**src/rtl/iter_mult_hs.sv**
```systemverilog
// ============================================================================
// Module      : iter_mult_hs
// Description : Iterative shift-add unsigned multiplier with valid/ready
//               handshakes. Optional truncation via `define APPROX_TRUNC_EN.
// Revision    : 1.0 - initial release
// ============================================================================
`default_nettype none

module iter_mult_hs #(
    parameter int WIDTH      = 8,
    parameter int EARLY_EXIT = 0,
    parameter int TRUNC_BITS = 4
) (
    input  logic                 clk,
    input  logic                 rst,
    input  logic                 in_valid,
    output logic                 in_ready,
    input  logic [WIDTH-1:0]     A,
    input  logic [WIDTH-1:0]     B,
    output logic                 out_valid,
    input  logic                 out_ready,
    output logic [2*WIDTH-1:0]   P,
    output logic                 busy
);

    localparam int c_PW = 2 * WIDTH;
    localparam int c_CW = $clog2(WIDTH + 1);

    typedef enum logic [1:0] {
        S_IDLE = 2'd0,
        S_CALC = 2'd1,
        S_DONE = 2'd2
    } state_t;

    generate
        if (TRUNC_BITS < 0 || TRUNC_BITS > 2 * WIDTH - 1) begin : g_bad_trunc
            $error("iter_mult_hs: TRUNC_BITS out of range");
        end
    endgenerate

    state_t             r_state;
    logic [c_PW-1:0]    r_a;
    logic [WIDTH-1:0]   r_b;
    logic [c_PW-1:0]    r_acc;
    logic [c_CW-1:0]    r_cnt;
    logic               r_in_ready;
    logic               r_busy;
    logic               r_out_valid;
    logic [c_PW-1:0]    r_p;

    logic [c_PW-1:0]    w_pp;
    logic [c_PW-1:0]    w_acc_next;
    logic               w_last;

`ifdef APPROX_TRUNC_EN
    localparam logic [c_PW-1:0] c_TRUNC_MASK = {c_PW{1'b1}} << TRUNC_BITS;
    assign w_pp = r_a & c_TRUNC_MASK;
`else
    assign w_pp = r_a;
`endif

    assign w_acc_next = r_b[0] ? (r_acc + w_pp) : r_acc;

    // Early exit looks at the multiplier as it will be after this shift.
    assign w_last = (r_cnt == c_CW'(WIDTH - 1)) ||
                    ((EARLY_EXIT != 0) && ((r_b >> 1) == '0));

    always_ff @(posedge clk) begin
        if (rst) begin
            r_state     <= S_IDLE;
            r_a         <= '0;
            r_b         <= '0;
            r_acc       <= '0;
            r_cnt       <= '0;
            r_in_ready  <= 1'b1;
            r_busy      <= 1'b0;
            r_out_valid <= 1'b0;
            r_p         <= '0;
        end else begin
            case (r_state)
                S_IDLE: begin
                    if (in_valid) begin
                        r_a        <= {{WIDTH{1'b0}}, A};
                        r_b        <= B;
                        r_acc      <= '0;
                        r_cnt      <= '0;
                        r_state    <= S_CALC;
                        r_in_ready <= 1'b0;
                        r_busy     <= 1'b1;
                    end
                end
                S_CALC: begin
                    r_acc <= w_acc_next;
                    r_a   <= r_a << 1;
                    r_b   <= r_b >> 1;
                    r_cnt <= r_cnt + 1'b1;
                    if (w_last) begin
                        r_p         <= w_acc_next;
                        r_state     <= S_DONE;
                        r_busy      <= 1'b0;
                        r_out_valid <= 1'b1;
                    end
                end
                S_DONE: begin
                    if (out_ready) begin
                        r_state     <= S_IDLE;
                        r_out_valid <= 1'b0;
                        r_in_ready  <= 1'b1;
                    end
                end
                default: begin
                    r_state     <= S_IDLE;
                    r_in_ready  <= 1'b1;
                    r_busy      <= 1'b0;
                    r_out_valid <= 1'b0;
                end
            endcase
        end
    end

    assign in_ready  = r_in_ready;
    assign busy      = r_busy;
    assign out_valid = r_out_valid;
    assign P         = r_p;

endmodule

`default_nettype wire

```
**config.mk**
```make
export PLATFORM = sky130hd
export DESIGN_NAME = iter_mult_hs
export DESIGN_NICKNAME = d
export VERILOG_FILES = /design/src/rtl/iter_mult_hs.sv
export SDC_FILE = /design/constraint.sdc
export NUM_CORES = 1
export LEC_CHECK = 0
export CORE_MARGIN = 2
export CORE_UTILIZATION = 50
export DETAILED_ROUTE_END_ITERATION = 12
export DONT_BUFFER_PORTS = 1
export GPL_TIMING_DRIVEN = 1
export HOLD_SLACK_MARGIN = 0.15
export PLACE_DENSITY = 0.75
export SYNTH_ARGS = -nofsm -noshare
export SYNTH_HDL_FRONTEND = slang
export SYNTH_SLANG_ARGS = --single-unit
```
**constraint.sdc**
```tcl
create_clock -name clk -period 4.1 [get_ports clk]
set_input_delay 0.82 -clock clk [delete_from_list [all_inputs] [get_ports clk]]
set_output_delay 0.82 -clock clk [all_outputs]
set_load 0.005 [all_outputs]
```
==> Word level (Yosys, flattened, before mapping) <==
Index checks and enable logic that the tools add are counted.
{ "op_classes": {"n_addsub": 2, "n_eq_ne": 6, "mux": 22, "bitwise": 3, "n_reduce_logical": 8} }
{ "ops": {"columns": ["cell", "count"], "rows": [
  ["16-bit one-hot mux with 2 select lines", 2],
  ["16-bit two-way mux", 3],
  ["16-bit adder", 1],
  ["8-bit one-hot mux with 2 select lines", 1],
  ["3-bit AND reduction", 4],
  ["1-bit one-hot mux with 3 select lines", 3],
  ["8-bit two-way mux", 1],
  ["4-bit one-hot mux with 2 select lines", 1],
  ["1-bit two-way mux", 6],
  ["2-bit two-way mux", 3],
  ["2-bit inequality test, second input constant", 3],
  ["2-bit one-hot mux with 3 select lines", 1],
  ["4-bit by 1-bit adder with 4-bit output, second input constant", 1],
  ["4-bit by 3-bit equality test with 1-bit output, second input constant", 1],
  ["4-bit two-way mux", 1],
  ["2-bit AND reduction", 2],
  ["1-bit NOT", 3],
  ["2-bit by 1-bit equality test with 1-bit output, second input constant", 1],
  ["2-bit equality test, second input constant", 1],
  ["2-bit zero test", 1],
  ["2-bit nonzero test", 1]
]} }
{ "totals": {"register_bits": 65, "inputBits": 20, "output_inout_bits": 19, "wordCells": 50} }

==> Longest topological paths before layout <==
Gate-level depths: netlist (run 1).
{ "logic_depth": {"ltp_word": 3, "ltp_mapped": 8, "ltp_nobuf": 8} }

==> Least setup slack after synthesis (run 1) <==
OpenSTA, ideal clock, no wires.
{ "synth_path": {"path_type": "register to register", "start": "register r_a[0]", "end": "register r_p[14] (netlist: P[14])", "setup_time_ns": 0.091, "t_arrival_ns": 1.963, "t_required_ns": 4.009, "path_slack_ns": 2.046, "path_stages_with_launch": 9, "path_buffers": 0, "synth_period_minus_slack_ns": 2.054, "path_cell_list": "dfxtp_1 ha_1 fa_1 a21oi_2 o21ai_2 a211oi_2 o41ai_2 xnor2_1 a311oi_1"} }
{ "synth_via": {"elab_chain_len": 2} }
{ "synth_lines": {"columns": ["element", "line_no", "source"], "rows": [
  ["from (decl)", "42", "logic [c_PW-1:0] r_a;"],
  ["from (signal assigned)", "83", "r_a <= {{WIDTH{1'b0}}, A};"],
  ["from (signal assigned)", "94", "r_a <= r_a << 1;"],
  ["16-bit adder", "62", "assign w_acc_next = r_b[0] ? (r_acc + w_pp) : r_acc;"],
  ["16-bit two-way mux", "62", null],
  ["to (signal assigned)", "98", "r_p <= w_acc_next;"],
  ["to (decl)", "49", "logic [c_PW-1:0] r_p;"]
]} }
No other way between the ends.
A chain may end at the register's enable or synchronous reset.

==> Worst setup path after layout (run 1) <==
Ends and elaborated chain as after synthesis.

==> metrics, run 1 <==
Leak 0.00154 uW; Max Freq 0.434 GHz; vias 3,346; Cell Rows 31; syn avg cell area 7.74 sq um; Synth Instances 472; Root Driver clkbuf_8; yosys warns 0; relative slew slack 0.486; DIE HEIGHT 89.5 um; P&R area growth vs syn 6.78%; Critical Path, Cell by Cell ha_1 > fa_1 > a21oi_2 > o21ai_2 > a211oi_2 > o41ai_2 > xnor2_1 > a311oi_1; hold_ws 0.465 ns; clk buf depth 2; Max-Cap Viols 0; Clock Latency Late Sink 0.35 ns; synthesis-stage register bit count 65; crit path kind flip-flop to flip-flop; final setup vio count 0; RSZ-0062 raised after global routing no; Initial DRC Count 236; final setup TNS 0 ns; DR WL/cell 15.5 um; Slowest-stage cell, CP fa_1; fraction of registers with async set/reset 0; Slew @ Worst Pin 0.771 ns; final net count 494; post-synthesis cell type count 54; most frequent cell after synthesis nor2_1; Post-CTS Hold Buffers 0; Critical Path AT 2.56 ns; Slew Viols, Final 0; post-synth design cell area 3650 sq um; initial antenna violation count 0; worst r2r src r_a[0]$_SDFFE_PP0P_; layout cell share with drive strength beyond 1 0.0628; Critical Path End Type flip-flop; CTS tree yes; CP startpoint r_a[0]$_SDFFE_PP0P_; worst vdd ir 0.000181 V; crit path time final 2.31 ns; Main synth FF type dfxtp_1; Starting Density 0.509; area leader, netlist dfxtp_1; Routability Congestion 0.989; Cell Pwr Density 351 nW/um^2; post-route antenna net violation count 0; fin util 0.544; GRT overflow 0; Synth top cells by count nor2_1, dfxtp_1, a21oi_1; final critical-path share of the clock period 0.563; Hold Startpoint P[10]$_SDFFE_PP0P_; Hold Vio Cnt, Final 0; Req. time, crit path 4.36 ns; DRT Wirelength 8680 um; Post-CTS Setup Bufs 0; drt first pass iters 5; clk slew on worst S/H paths 0.08 ns; CP Max Fanout 4; DRC 0; Worst Setup Start Kind flip-flop; crit-path max cell delay 0.43 ns; Seq/Total Area, Yosys 0.356; I/O pins 39; number of flops mapped to enable cells by yosys 0; H-Tree Depth 3; dpl hpwl 5920 um; overall power 1370 uW; Core Area 7180 sq um; Antenna Cells 0; Port-buffer cells 0; pin count of the biggest net entering global routing 66; Vias/cell 5.96; CTS Buf Count 9; HP Class flip-flop to flip-flop; clk_skew 0.0112 ns; status finished clean; number of global-route vias before repair 3,089; cts repair resizes 0; die width 89.5 um; first-pass GRT wire length 14,500 um; FF-to-FF setup slack 1.79 ns; Total GRT Usage 0.235; Synth area leaders dfxtp_1, a21oi_1, nor2_1, ha_1, o21ai_0; die area 8000 sq um; Yosys top cell area share 0.356; Sink Count 65; Mapped Nets 509
[critical path, delay by kind of cell (launching register included)]
| family | cells | cell delay [ns] |
|---|---|---|
| compound gates | 5 | 1.06 |
| xor+xnor | 1 | 0.15 |
| fa+ha+maj | 2 | 0.67 |
| flops | 1 | 0.34 |
[sequential cells by signal, summed over array words and instances, names as in the netlist]
name	flops
P	16
r_acc	16
r_b	8
r_a	16
r_cnt	4
r_state	2
in_ready	1
busy	1
out_valid	1
[where the power goes]
part	total [uW]	internal (uW)	switching, uW
combinational	122	46.5	75.6
clock	570	330	239
sequential	676	650	25.6
total	1370	1030	341
[metrics by stage]
step / setup slack [ns] / cells / area [sq um]
2_1_floorplan: 2.05 / 472 / 3650
3_5_place_dp: 1.84 / 545 / 3690
4_1_cts: 1.82 / 561 / 3900
3_3_place_gp: 1.80 / 545 / 3690
5_1_grt: 1.54 / 561 / 3900
6_report: 1.79 / 561 / 3900
[layer usage]
metal	global-route usage	up-vias	share of wire
li1	-	1643	-
met1	0.318	1594	0.47
met2	0.368	92	0.47
met3	0.0406	17	0.044
met4	0.102	0	0.020
met5	0	-	0
[area by class of cell]
| cell class | count | area (sq um) |
|---|---|---|
| sequential | 65 | 1300 |
| inverter | 18 | 67.6 |
| tap | 99 | 124 |
| multi-input combinational | 358 | 2160 |
| clock buffer | 14 | 173 |
| timing repair buffer | 5 | 37.5 |
| clock inverter | 2 | 35.0 |
| fill | 668 | 3280 |
[final timing paths]
path                                            to  cells after the start
worst max-delay path            P[14]$_SDFFE_PP0P_                      8
worst min-delay path            P[10]$_SDFFE_PP0P_                      2
worst max register to register  P[14]$_SDFFE_PP0P_                      8
worst min register to register  P[10]$_SDFFE_PP0P_                      2
[kinds of logic after synthesis]
group	count (synthesis)	share of synthesized area
AND/OR/NAND/NOR	151	0.187
XOR/XNOR	13	0.0312
AO/OA/AOI/OAI	168	0.288
adder cells (fa/ha/maj)	17	0.0603
buffers and inverters	49	0.0524
multiplexers	9	0.0250
flip-flops	65	0.356
[layout by cell type (no fill, tap or decap), types with 3 or more instances in the layout]
cell       n
a22oi_1   15
o21bai_1   3
nand3b_1   4
nand2b_1   7
nand3_1    6
a21o_1     5
a211oi_1  13
nand2_1   40
nor2b_1    9
nor3_1     5
o21ai_1    8
xor2_1     5
a21oi_1   56
ha_1      16
or3_1      3
a22o_1     5
clkbuf_8  12
o21ai_0   37
buf_4      5
nor2_1    66
a31oi_1    5
dfxtp_1   65
mux2i_1    8
inv_1     17
xnor2_1    8
Power figures use the tool's default switching activity.
==> inputs of run 2 (changes only) <==
--- a/config.mk
+++ b/config.mk
@@ -11,7 +11,7 @@
 export DONT_BUFFER_PORTS = 1
 export GPL_TIMING_DRIVEN = 1
 export HOLD_SLACK_MARGIN = 0.15
-export PLACE_DENSITY = 0.75
+export PLACE_DENSITY = 0.78
 export SYNTH_ARGS = -nofsm -noshare
 export SYNTH_HDL_FRONTEND = slang
 export SYNTH_SLANG_ARGS = --single-unit
==> constraint.sdc (replaced) <==
create_clock -name clk -period 2.05 [get_ports clk]
set_input_delay 0.41 -clock clk [delete_from_list [all_inputs] [get_ports clk]]
set_output_delay 0.41 -clock clk [all_outputs]
set_load 0.005 [all_outputs]
==> run 2 against run 1 <==
Design area grew 16%. Highest routed layer unchanged. Critical path type unchanged. Wire length grew 12%. Cell count grew 7.8%.
==> metrics, run 2 (synthesis gave the netlist of run 1 again) <==
die area 8000 sq um (unchanged); final setup TNS 0 ns (unchanged); DRC 0 (unchanged); drt first pass iters 5 (unchanged); Port-buffer cells 0 (unchanged); initial antenna violation count 0 (unchanged); Core Area 7180 sq um (unchanged); status finished clean (unchanged); fin cells 605 (was 561); Leak 0.00175 uW (was 0.00154 uW); Sink Count 65 (unchanged); clk buf depth 2 (unchanged); vias 3,491 (was 3,346); placed insts 585 (was 545); H-Tree Depth 3 (unchanged); DIE HEIGHT 89.5 um (unchanged); Total GRT Usage 0.250 (was 0.235); Critical Path End Type flip-flop (unchanged); final net count 538 (was 494); layout cell share with drive strength beyond 1 0.233 (was 0.0628); Slew Viols, Final 0 (unchanged); relative slew slack 0.680 (was 0.486); dpl hpwl 6280 um (was 5920 um); Routability Congestion 0.926 (was 0.989); crit path time final 2.05 ns (was 2.31 ns); pre-CTS setup slack -0.105 ns (was 1.84 ns); final critical-path share of the clock period 0.998 (was 0.563); Root Driver clkbuf_8 (unchanged); Antenna Cells 0 (unchanged); clk slew on worst S/H paths 0.07 ns (was 0.08 ns); CTS tree yes (unchanged); Cell Pwr Density 622 nW/um^2 (was 351 nW/um^2); CP Max Fanout 3 (was 4); Worst Setup Start Kind flip-flop (unchanged); first-pass GRT wire length 15,200 um (was 14,500 um); Clock Latency Late Sink 0.36 ns (was 0.35 ns); Hold Vio Cnt, Final 0 (unchanged); Starting Density 0.509 (unchanged); Critical Path AT 2.27 ns (was 2.56 ns); I/O pins 39 (unchanged); filler cell count 598 (was 668); P&R area growth vs syn 23.8% (was 6.78%); Vias/cell 5.77 (was 5.96); pin count of the biggest net entering global routing 42 (was 66); crit path kind flip-flop to flip-flop (unchanged); Max Freq 0.489 GHz (was 0.434 GHz); most frequent cells in the layout nor2_1, a21oi_1, dfxtp_1, buf_4, nand2_1 (was nor2_1, dfxtp_1, a21oi_1, nand2_1, o21ai_0); leading cell type in the layout, fill and taps excluded nor2_1 (unchanged); die width 89.5 um (unchanged); RSZ-0062 raised after global routing yes (was no); post-route antenna net violation count 0 (unchanged); DRT Wirelength 9710 um (was 8680 um); hold_ws 0.164 ns (was 0.465 ns); number of global-route vias before repair 3,100 (was 3,089); Req. time, crit path 2.28 ns (was 4.36 ns); worst vdd ir 0.000332 V (was 0.000181 V); HP Class input port to flip-flop (was flip-flop to flip-flop); clk_skew 0.00909 ns (was 0.0112 ns); final setup vio count 0 (unchanged); Cell Rows 31 (unchanged); DR WL/cell 16.0 um (was 15.5 um); Setup WS post-layout 0.00367 ns (was 1.79 ns); Slew @ Worst Pin 0.478 ns (was 0.771 ns); CTS Buf Count 9 (unchanged); GRT overflow 0 (unchanged); Max-Cap Viols 0 (unchanged); Initial DRC Count 190 (was 236)
==> run 2: where the power goes <==
part           switching (uW)  internal, uW  leakage [uW]  total, uW
Combinational             194           153       0.00112        348
Sequential               47.0          1300      0.000535       1350
Clock                     525           591     0.0000953       1120
==> run 2: final timing paths <==
check,slack [ns],start,depth (start not counted),to
worst max-delay path,0.004,r_acc[0]$_SDFFE_PP0P_,8,P[14]$_SDFFE_PP0P_
worst min-delay path,0.16,rst,1,in_ready$_SDFFE_PP1P_
worst max register to register,0.004,r_acc[0]$_SDFFE_PP0P_,8,P[14]$_SDFFE_PP0P_
worst min register to register,0.47,P[13]$_SDFFE_PP0P_,2,P[13]$_SDFFE_PP0P_
==> run 2: final cells by class <==
cell class	count	area [sq um]	area share
clock buffers	11	141	0.0313
clock inverters	5	55.1	0.0122
inverters	18	67.6	0.0149
multi-input cells	358	2430	0.537
flip-flops and latches	65	1320	0.293
well taps	99	124	0.0274
repair buffers	49	380	0.0841
==> run 2: repair_timing <==
action / 4_1_cts / 5_1_grt
hold endpoints to repair: 41 / 0
hold buffers: 1 / 0
setup endpoints to repair: 11 / 16
pin swaps: 7 / 14
buffers inserted: 0 / 3
gates resized for setup: 11 / 43
==> run 2: layer usage <==
layer	vias to the layer above	track usage	wire [um]
met2	96	0.388	4720
met3	14	0.0471	511
met4	0	0.119	180
met1	1651	0.333	4290
met5	-	0	0
li1	1730	-	-
==> run 2: stage by stage <==
| stage | instance area (sq um) | utilization | total power [uW] |
|---|---|---|---|
| global route | 4520 | 0.630 | 2930 |
| floorplan | 3650 | - | 1580 |
| finish | 4520 | 0.630 | 2810 |
| CTS | 4290 | 0.598 | 2790 |
| detailed placement | 4000 | 0.557 | 1660 |
| global placement | 4000 | 0.557 | 1650 |
==> run 2: worst max-delay path: stages (launching register included) <==
cell and delay [ns]:
dfxtp_2 0.34, ha_4 0.17, fa_2 0.38, a21oi_4 0.19
o21ai_2 0.09, a211oi_4 0.29, o41ai_2 0.13, xnor2_1 0.22
a311oi_1 0.11
